<file path="config.mk">
export PLATFORM = sky130hd
export DESIGN_NAME = cfg_dispatch
export DESIGN_NICKNAME = d
export VERILOG_FILES = /design/src/rtl/cfg_dispatch_pkg.sv /design/src/rtl/cfg_dispatch_ch.sv /design/src/rtl/cfg_dispatch.sv
export SDC_FILE = /design/constraint.sdc
export NUM_CORES = 1
export LEC_CHECK = 0
export ABC_CLOCK_PERIOD_IN_PS = 3780
export CAP_MARGIN = 25
export CORE_MARGIN = 4
export CORE_UTILIZATION = 43
export DETAILED_ROUTE_END_ITERATION = 8
export PLACE_DENSITY = 0.75
export SYNTH_ARGS = -nofsm -noshare
export SYNTH_HDL_FRONTEND = slang
export SYNTH_SLANG_ARGS = --single-unit
</file>
<file path="constraint.sdc">
create_clock -name clk -period 3.78 [get_ports clk]
set_input_delay 0.756 -clock clk [delete_from_list [all_inputs] [get_ports clk]]
set_output_delay 0.756 -clock clk [all_outputs]
set_load 0.05 [all_outputs]
</file>
<file path="src/rtl/cfg_dispatch_pkg.sv">
// -----------------------------------------------------------------------------
// cfg_dispatch_pkg
//   Shared types and helpers for the configuration-write dispatcher.
//   - ch_state_e : per-channel handshake state (idle / config pending)
//   - ADDR_RSVD  : address that never selects a channel
//   - ch_idx()   : maps a write address onto its channel index
// -----------------------------------------------------------------------------
package cfg_dispatch_pkg;

  typedef enum logic [0:0] {
    CH_IDLE = 1'b0,  // no undelivered configuration
    CH_PEND = 1'b1   // configuration presented, waiting for the consumer
  } ch_state_e;

  localparam int ADDR_RSVD = 0;

  // Channel i answers to address i+1; address 0 is kept free so that an
  // all-zero bus never disturbs a target.
  function automatic int ch_idx(input int addr);
    return addr - 1;
  endfunction

endpackage

</file>
<file path="src/rtl/cfg_dispatch_ch.sv">
// -----------------------------------------------------------------------------
// cfg_dispatch_ch
//   One dispatcher channel: shadow register plus valid/ready handshake FSM.
//   Ports:
//     clk, rst     clock, asynchronous active-high reset
//     wr_i         accepted write addressed to this channel (one-cycle strobe)
//     wr_data_i    data of that write
//     ch_ready_i   consumer acknowledge (ignored in pulse mode)
//     ch_valid_o   registered "new config" level or one-cycle pulse
//     ch_data_o    shadow register
// -----------------------------------------------------------------------------
module cfg_dispatch_ch
  import cfg_dispatch_pkg::*;
#(
  parameter int                 DATA_W     = 16,
  parameter int                 PULSE_MODE = 0,
  parameter logic [DATA_W-1:0]  RST_VAL    = '0
) (
  input  logic              clk,
  input  logic              rst,
  input  logic              wr_i,
  input  logic [DATA_W-1:0] wr_data_i,
  input  logic              ch_ready_i,
  output logic              ch_valid_o,
  output logic [DATA_W-1:0] ch_data_o
);

  ch_state_e         state_q;
  logic              valid_q;
  logic [DATA_W-1:0] data_q;

  always_ff @(posedge clk or posedge rst) begin
    if (rst) begin
      // NOTE: the shadow register is ordinary flops, not a memory, so it is
      // reset like any other state; consumers see RST_VAL straight out of reset.
      state_q <= CH_IDLE;
      valid_q <= 1'b0;
      data_q  <= RST_VAL;
    end else begin
      // The top only raises wr_i when this channel is not stalled, so the
      // data stays stable while valid is high and ready is low.
      // NOTE: non-blocking assignments keep every flop sampling pre-edge values.
      if (wr_i) data_q <= wr_data_i;

      if (PULSE_MODE != 0) begin
        valid_q <= wr_i;
        state_q <= wr_i ? CH_PEND : CH_IDLE;
      end else begin
        case (state_q)
          CH_IDLE: begin
            if (wr_i) begin
              state_q <= CH_PEND;
              valid_q <= 1'b1;
            end
          end
          CH_PEND: begin
            // A new write here implies ch_ready_i was high: the old config is
            // consumed and the new one presented without a bubble.
            if (wr_i) begin
              state_q <= CH_PEND;
              valid_q <= 1'b1;
            end else if (ch_ready_i) begin
              state_q <= CH_IDLE;
              valid_q <= 1'b0;
            end
          end
          default: begin
            state_q <= CH_IDLE;
            valid_q <= 1'b0;
          end
        endcase
      end
    end
  end

  assign ch_valid_o = valid_q;
  assign ch_data_o  = data_q;

endmodule

</file>
<file path="src/rtl/cfg_dispatch.sv">
// -----------------------------------------------------------------------------
// cfg_dispatch
//   Decodes {address,data} host writes into NUM_CH shadow registers, each with
//   its own valid/ready handshake, and counts writes to unmapped addresses.
//   Ports:
//     clk, rst    clock, asynchronous active-high reset
//     in_valid    host write request
//     in_ready    write can be accepted this cycle (combinational)
//     in_addr     write address, channel = in_addr-1, address 0 never hits
//     in_data     write data
//     ch_valid    per-channel new-config strobe (pulse) or level
//     ch_ready    per-channel consume acknowledge
//     ch_data     flattened shadow registers, channel 0 at the LSBs
//     err_cnt     saturating count of accepted unmapped writes
//     err_clr     synchronous clear of err_cnt, wins over an increment
// -----------------------------------------------------------------------------
module cfg_dispatch
  import cfg_dispatch_pkg::*;
#(
  parameter int                         NUM_CH     = 3,
  parameter int                         ADDR_W     = 2,
  parameter int                         DATA_W     = 16,
  parameter int                         PULSE_MODE = 0,
  parameter logic [NUM_CH*DATA_W-1:0]   RST_VALS   = 'h1,
  parameter int                         ERR_W      = 8
) (
  input  logic                       clk,
  input  logic                       rst,
  input  logic                       in_valid,
  output logic                       in_ready,
  input  logic [ADDR_W-1:0]          in_addr,
  input  logic [DATA_W-1:0]          in_data,
  output logic [NUM_CH-1:0]          ch_valid,
  input  logic [NUM_CH-1:0]          ch_ready,
  output logic [NUM_CH*DATA_W-1:0]   ch_data,
  output logic [ERR_W-1:0]           err_cnt,
  input  logic                       err_clr
);

  logic [NUM_CH-1:0] hit;
  logic [NUM_CH-1:0] stall;
  logic [NUM_CH-1:0] ch_wr;
  logic              unmapped;
  logic              accept;
  logic [ERR_W-1:0]  err_q, err_d;

  // Address decode: at most one bit set, none for address 0 or beyond NUM_CH.
  always_comb begin
    // NOTE: every bit gets a default before the loop so no latch is inferred.
    hit = '0;
    for (int i = 0; i < NUM_CH; i++) begin
      hit[i] = (int'(in_addr) != ADDR_RSVD) && (ch_idx(int'(in_addr)) == i);
    end
  end

  assign unmapped = ~|hit;

  // Only the addressed channel can block the host; other channels keep
  // accepting writes while one consumer is stalled.
  assign stall    = hit & ch_valid & ~ch_ready;
  assign in_ready = (PULSE_MODE != 0) ? 1'b1 : ~|stall;
  assign accept   = in_valid & in_ready;
  assign ch_wr    = hit & {NUM_CH{accept}};

  always_comb begin
    err_d = err_q;
    if (err_clr) begin
      err_d = '0;
    end else if (accept && unmapped && (err_q != '1)) begin
      err_d = err_q + ERR_W'(1);
    end
  end

  always_ff @(posedge clk or posedge rst) begin
    if (rst) err_q <= '0;
    else     err_q <= err_d;
  end

  assign err_cnt = err_q;

  for (genvar g = 0; g < NUM_CH; g++) begin : g_ch
    cfg_dispatch_ch #(
      .DATA_W     (DATA_W),
      .PULSE_MODE (PULSE_MODE),
      .RST_VAL    (RST_VALS[g*DATA_W +: DATA_W])
    ) u_ch (
      .clk        (clk),
      .rst        (rst),
      .wr_i       (ch_wr[g]),
      .wr_data_i  (in_data),
      .ch_ready_i (ch_ready[g]),
      .ch_valid_o (ch_valid[g]),
      .ch_data_o  (ch_data[g*DATA_W +: DATA_W])
    );
  end

endmodule

</file>
### Yosys cells after proc, flatten, opt, wreduce, memory -nomap -nowiden

Cells that the tools add are included.

| storage, ports and cells | value |
|---|---|
| register bits | 62 |
| bits of input ports | 25 |
| output and inout port bits | 60 |
| word-level logic and storage cells | 70 |

| operators by class | value |
|---|---|
| add/subtract/negate cells | 2 |
| eq/ne operators | 9 |
| muxes and demuxes | 26 |
| bitwise logic cells | 8 |
| reduce and logical (&&, ||, !) cells | 15 |

Operator list:

| operator | number |
|---|---|
| 32-bit logical NOT | 1 |
| 1-bit 2-to-1 mux | 18 |
| 8-bit 2-to-1 mux | 2 |
| 1-bit case mux with 2 select lines | 6 |
| 3-bit bitwise AND | 3 |
| 3-bit != test (second input constant) | 3 |
| 8-bit by 1-bit adder with 8-bit output (second input constant) | 1 |
| 8-bit != test (second input constant) | 1 |
| 2-bit != test (second input constant) | 3 |
| 2-bit AND reduction | 3 |
| 3-bit OR reduction | 2 |
| 1-bit logical AND | 5 |
| 2-bit nonzero test | 2 |
| 3-bit by 2-bit == test with 1-bit output (second input constant) | 1 |
| 3-bit == test (second input constant) | 1 |
| 1-bit inverter | 3 |
| 3-bit inverter | 1 |
| 2-bit by 1-bit subtractor with 3-bit output (second input constant) | 1 |
| 1-bit logical NOT | 2 |
| 1-bit bitwise AND | 1 |

### Depth between registers and ports, before layout

| depth | value |
|---|---|
| depth after elaboration | 12 |
| depth in mapped cells | 5 |
| depth with buffers taken out | 4 |

### Modules after synthesis

A second synthesis with hierarchy kept.

| second synthesis, totals | value |
|---|---|
| cell total of the unflattened synthesis | 176 |
| area, all modules | 2667.6 um2 |

By module, submodules not included:

| module | times used | cells each | area each (um2) | seq. area each (um2) |
|---|---|---|---|---|
| cfg_dispatch_ch at g_ch[1].u_ch ... | 2 | 41 | 720.7 | 450.4 |
| cfg_dispatch_ch at g_ch[0].u_ch | 1 | 41 | 721.9 | 451.7 |
| cfg_dispatch | 1 | 53 | 504.2 | 200.2 |

### Worst setup path after synthesis

Ideal clock, no wire load.

| timing path | value |
|---|---|
| path kind | input-to-output |
| start | input ch_ready[2] |
| end | output in_ready |
| arrival time | 1.700 ns |
| required time | 3.024 ns |
| path slack | 1.324 ns |
| cell stages on the path | 3 |
| path buffers | 0 |
| cell sequence | nand2b_1 -> mux2i_1 -> a21oi_1 |

| on the way | value |
|---|---|
| word-level cells in the longest chain between the ends | 4 |

RTL lines:

| element | line | RTL |
|---|---|---|
| start, declared | cfg_dispatch.sv:34 | `input logic [NUM_CH-1:0] ch_ready,` |
| 3-bit inverter | cfg_dispatch.sv:60 | `assign stall = hit & ch_valid & ~ch_ready;` |
| 3-bit bitwise AND | cfg_dispatch.sv:60 |  |
| 3-bit OR reduction | cfg_dispatch.sv:61 | `assign in_ready = (PULSE_MODE != 0) ? 1'b1 : ~\|stall;` |
| 1-bit logical NOT | cfg_dispatch.sv:61 |  |
| end, declared | cfg_dispatch.sv:30 | `output logic in_ready,` |

No other way between the ends.

### Worst setup path in the final report

| timing path | value |
|---|---|
| start | input ch_ready[0] |
| end | output in_ready |

Same word-level chain as after synthesis.

==> out/results.ini <==
[clocking]
cts_setup_buffers = 0
clkSinkCount = 62
cts_hold_buf = 0
clk_path_buf_depth = 2
h-tree-depth = 3
cts_buffers = 9
clkLatencyLatePin_ps = 320
cts_resized = 0
cts_tree = yes
clk_pin_slew_ps = 70
cts_root_buffer = clkbuf_8

[detailed_routing]
drc = 0
routed_wl_um = 5530
drtIter0Drc = 43
drtAntennaViolNets = 0
wl_per_cell_um = 15.8
viasPerCell = 5.06
dr.pass1.iters = 4
vias = 1777

[global_route]
grt_pass1_wl_um = 9090
track_usage_pct = 15.9
grt_max_degree = 48
grt-ovfl-total = 0
grt_pass1_vias = 1827
antenna_found_initial = 0

[sta]
rsz0062_at_grt = no
hold_viol = 0
min_period_ps = 3230
fmax_ghz = 0.310
post-route-period-util_pct = 85.4
finClkSkew_ps = 6.01
hold_ws_ps = 481
setup_viol = 0
slew-limit-headroom_pct = 60.0
setup_tns_ps = 0
finalMaxSlewViolations = 0
worst_pin_slew_ps = 600

[synth]
ys_types = 29
syn_nets = 208
synth_cells = 182
synth-seq-cells = 62
synth.top_cell.area_share_pct = 58.4
ys_warn_count = 0
avgSynthCellArea_um2 = 14.4
yosysTopAreaCell = dfrtp_1
yosysSeqAreaShare_pct = 59.4
synth_area_leaders = dfrtp_1 58%, mux2_2 21%, a21o_1 1.7%, mux2_1 1.7%, buf_6 1.3%
synth_area_um2 = 2610

[floorplanning]
io_pins = 85
start_util_pct = 44.1
core_um2 = 5920
die_y_um = 85.9
rows = 28
dieArea_um2 = 7390
die_w_um = 85.9

[setup_path]
endpoint = in_ready
crit_start = ch_ready[0]
crit_required_ps = 3020
critPathKind = in -> out
end_kind = output port
crit_path_max_fanout = 3
rr_startpoint = g_ch[1].u_ch.ch_valid_o$_DFFE_PP0P_
start_kind = input port
rr_worst_depth = 4
rrSetupSlack_ps = 1980
reg2reg_to = g_ch[1].u_ch.ch_data_o[15]$_DFFE_PP0P_
cp.arrival_ps = 2470

[final_layout]
nFillCells = 509
final_area_um2 = 3690
layout.nets = 297
diodes = 0
ff_latch_area_um2 = 1550
multi_input_area_um2 = 966
drive_gt1_share_pct = 26.1
areaGrowthSynthToFinish_pct = 41.2

[pwr]
p_leak_uw = 0.00157
powerDensity_nw_per_um2 = 683
max-vdd-ir-drop_mv = 0.411

[job]
drv_cap = 0

[place]
placed_cell_area_um2 = 3500
port_buffers = 84
gp_congestion = 0.861
post-dp-hpwl_um = 3930

[hold_path]
hp-class = reg -> reg

[outcome]
status = finished clean

worst max-delay path: stages:
cell and delay, ps:
clkdlybuf4s50_1 510, nand2b_1 160, mux2i_1 80, a21oi_1 150
clkdlybuf4s50_1 820
flip-flops by register name, indices dropped and copies added, names as in the netlist:
name,flops
err_cnt,8
g_ch.u_ch.ch_data_o,48
g_ch.u_ch.ch_valid_o,3
g_ch.u_ch.state_q,3
cells in the final DEF, fill, tap and decap left out, types with 2 or more instances in the layout:
master	n
clkdlybuf4s50_1	84
dfrtp_1	61
mux2_2	49
clkbuf_8	12
a21o_1	6
nand2b_1	5
nor2_1	5
a21oi_1	5
mux2_1	4
inv_1	4
nor2b_1	4
buf_4	4
nand2_1	3
nand4_1	3
and4_1	2
and4b_1	2
mux2i_1	2
nor3b_1	2
and3_1	2
a21boi_0	2
a311oi_1	2
a211oi_1	2
clkinv_2	2
layer usage:
layer  share of wire, %  global-route usage [%]  up-vias
met1                 44                    20.8      885
met4                1.9                    7.77        0
met2                 48                    24.5       52
met3                5.2                    3.94       10
met5                  0                       0        -
li1                   -                       -      830
worst min-delay path by stage:
stage                     slack, ps  cells past startpoint                        endpoint                      startpoint
after floorplan                 450                      1  g_ch[0].u_ch.state_q$_DFF_PP0_  g_ch[0].u_ch.state_q$_DFF_PP0_
after global placement          460                      1  g_ch[1].u_ch.state_q$_DFF_PP0_  g_ch[1].u_ch.state_q$_DFF_PP0_
after detailed placement        470                      1  g_ch[2].u_ch.state_q$_DFF_PP0_  g_ch[2].u_ch.state_q$_DFF_PP0_
after CTS                       480                      1  g_ch[2].u_ch.state_q$_DFF_PP0_  g_ch[2].u_ch.state_q$_DFF_PP0_
after global routing            500                      1  g_ch[2].u_ch.state_q$_DFF_PP0_  g_ch[2].u_ch.state_q$_DFF_PP0_
final                           480                      1  g_ch[2].u_ch.state_q$_DFF_PP0_  g_ch[2].u_ch.state_q$_DFF_PP0_
cells in the mapped netlist:
cell type / instances
a211oi_1: 2
a21boi_0: 2
a21o_1: 6
a21oi_1: 5
a311oi_1: 2
and3_1: 2
and4_1: 2
and4b_1: 2
buf_2: 3
buf_4: 3
buf_6: 3
clkbuf_1: 1
dfrtp_1: 61
dfstp_2: 1
ha_1: 1
inv_1: 5
mux2_1: 4
mux2_2: 49
mux2i_1: 2
nand2_1: 3
nand2b_1: 5
nand3_1: 1
nand4_1: 3
nand4bb_1: 1
nor2_1: 5
nor2b_1: 4
nor3b_1: 2
nor4_4: 1
or3b_4: 1
final cells by class:
type,count,area share (%)
multi-input combinational,105,26.2
inverter,5,0.509
clock buffer,13,4.58
clock inverter,3,0.475
tap,75,2.54
timing repair buffer,88,23.6
sequential,62,42.1
through the flow:
| stage | std cells | worst slack [ps] | util [%] | power (uW) |
|---|---|---|---|---|
| floorplan | 182 | 1320 | - | 1630 |
| global placement | 335 | 565 | 59.2 | 1990 |
| detailed placement | 335 | 544 | 59.2 | 2010 |
| CTS | 351 | 543 | 62.3 | 2550 |
| global route | 351 | 430 | 62.3 | 2630 |
| finish | 351 | 552 | 62.3 | 2520 |
where the power goes:
| part | switching, uW | total [uW] | internal [uW] |
|---|---|---|---|
| registers | 81.5 | 900 | 818 |
| logic | 692 | 1080 | 392 |
| clock network | 246 | 536 | 290 |
cells by family after synthesis:
| logic type | Yosys count | share of synthesized area, % |
|---|---|---|
| flip-flops | 62 | 59.4 |
| multiplexers | 55 | 23.6 |
| AND/OR/NAND/NOR | 32 | 8.38 |
| AO/OA/AOI/OAI | 17 | 4.50 |
| buffers and inverters | 15 | 3.59 |
| adder cells (fa/ha/maj) | 1 | 0.479 |
Power figures use the tool's default switching activity.
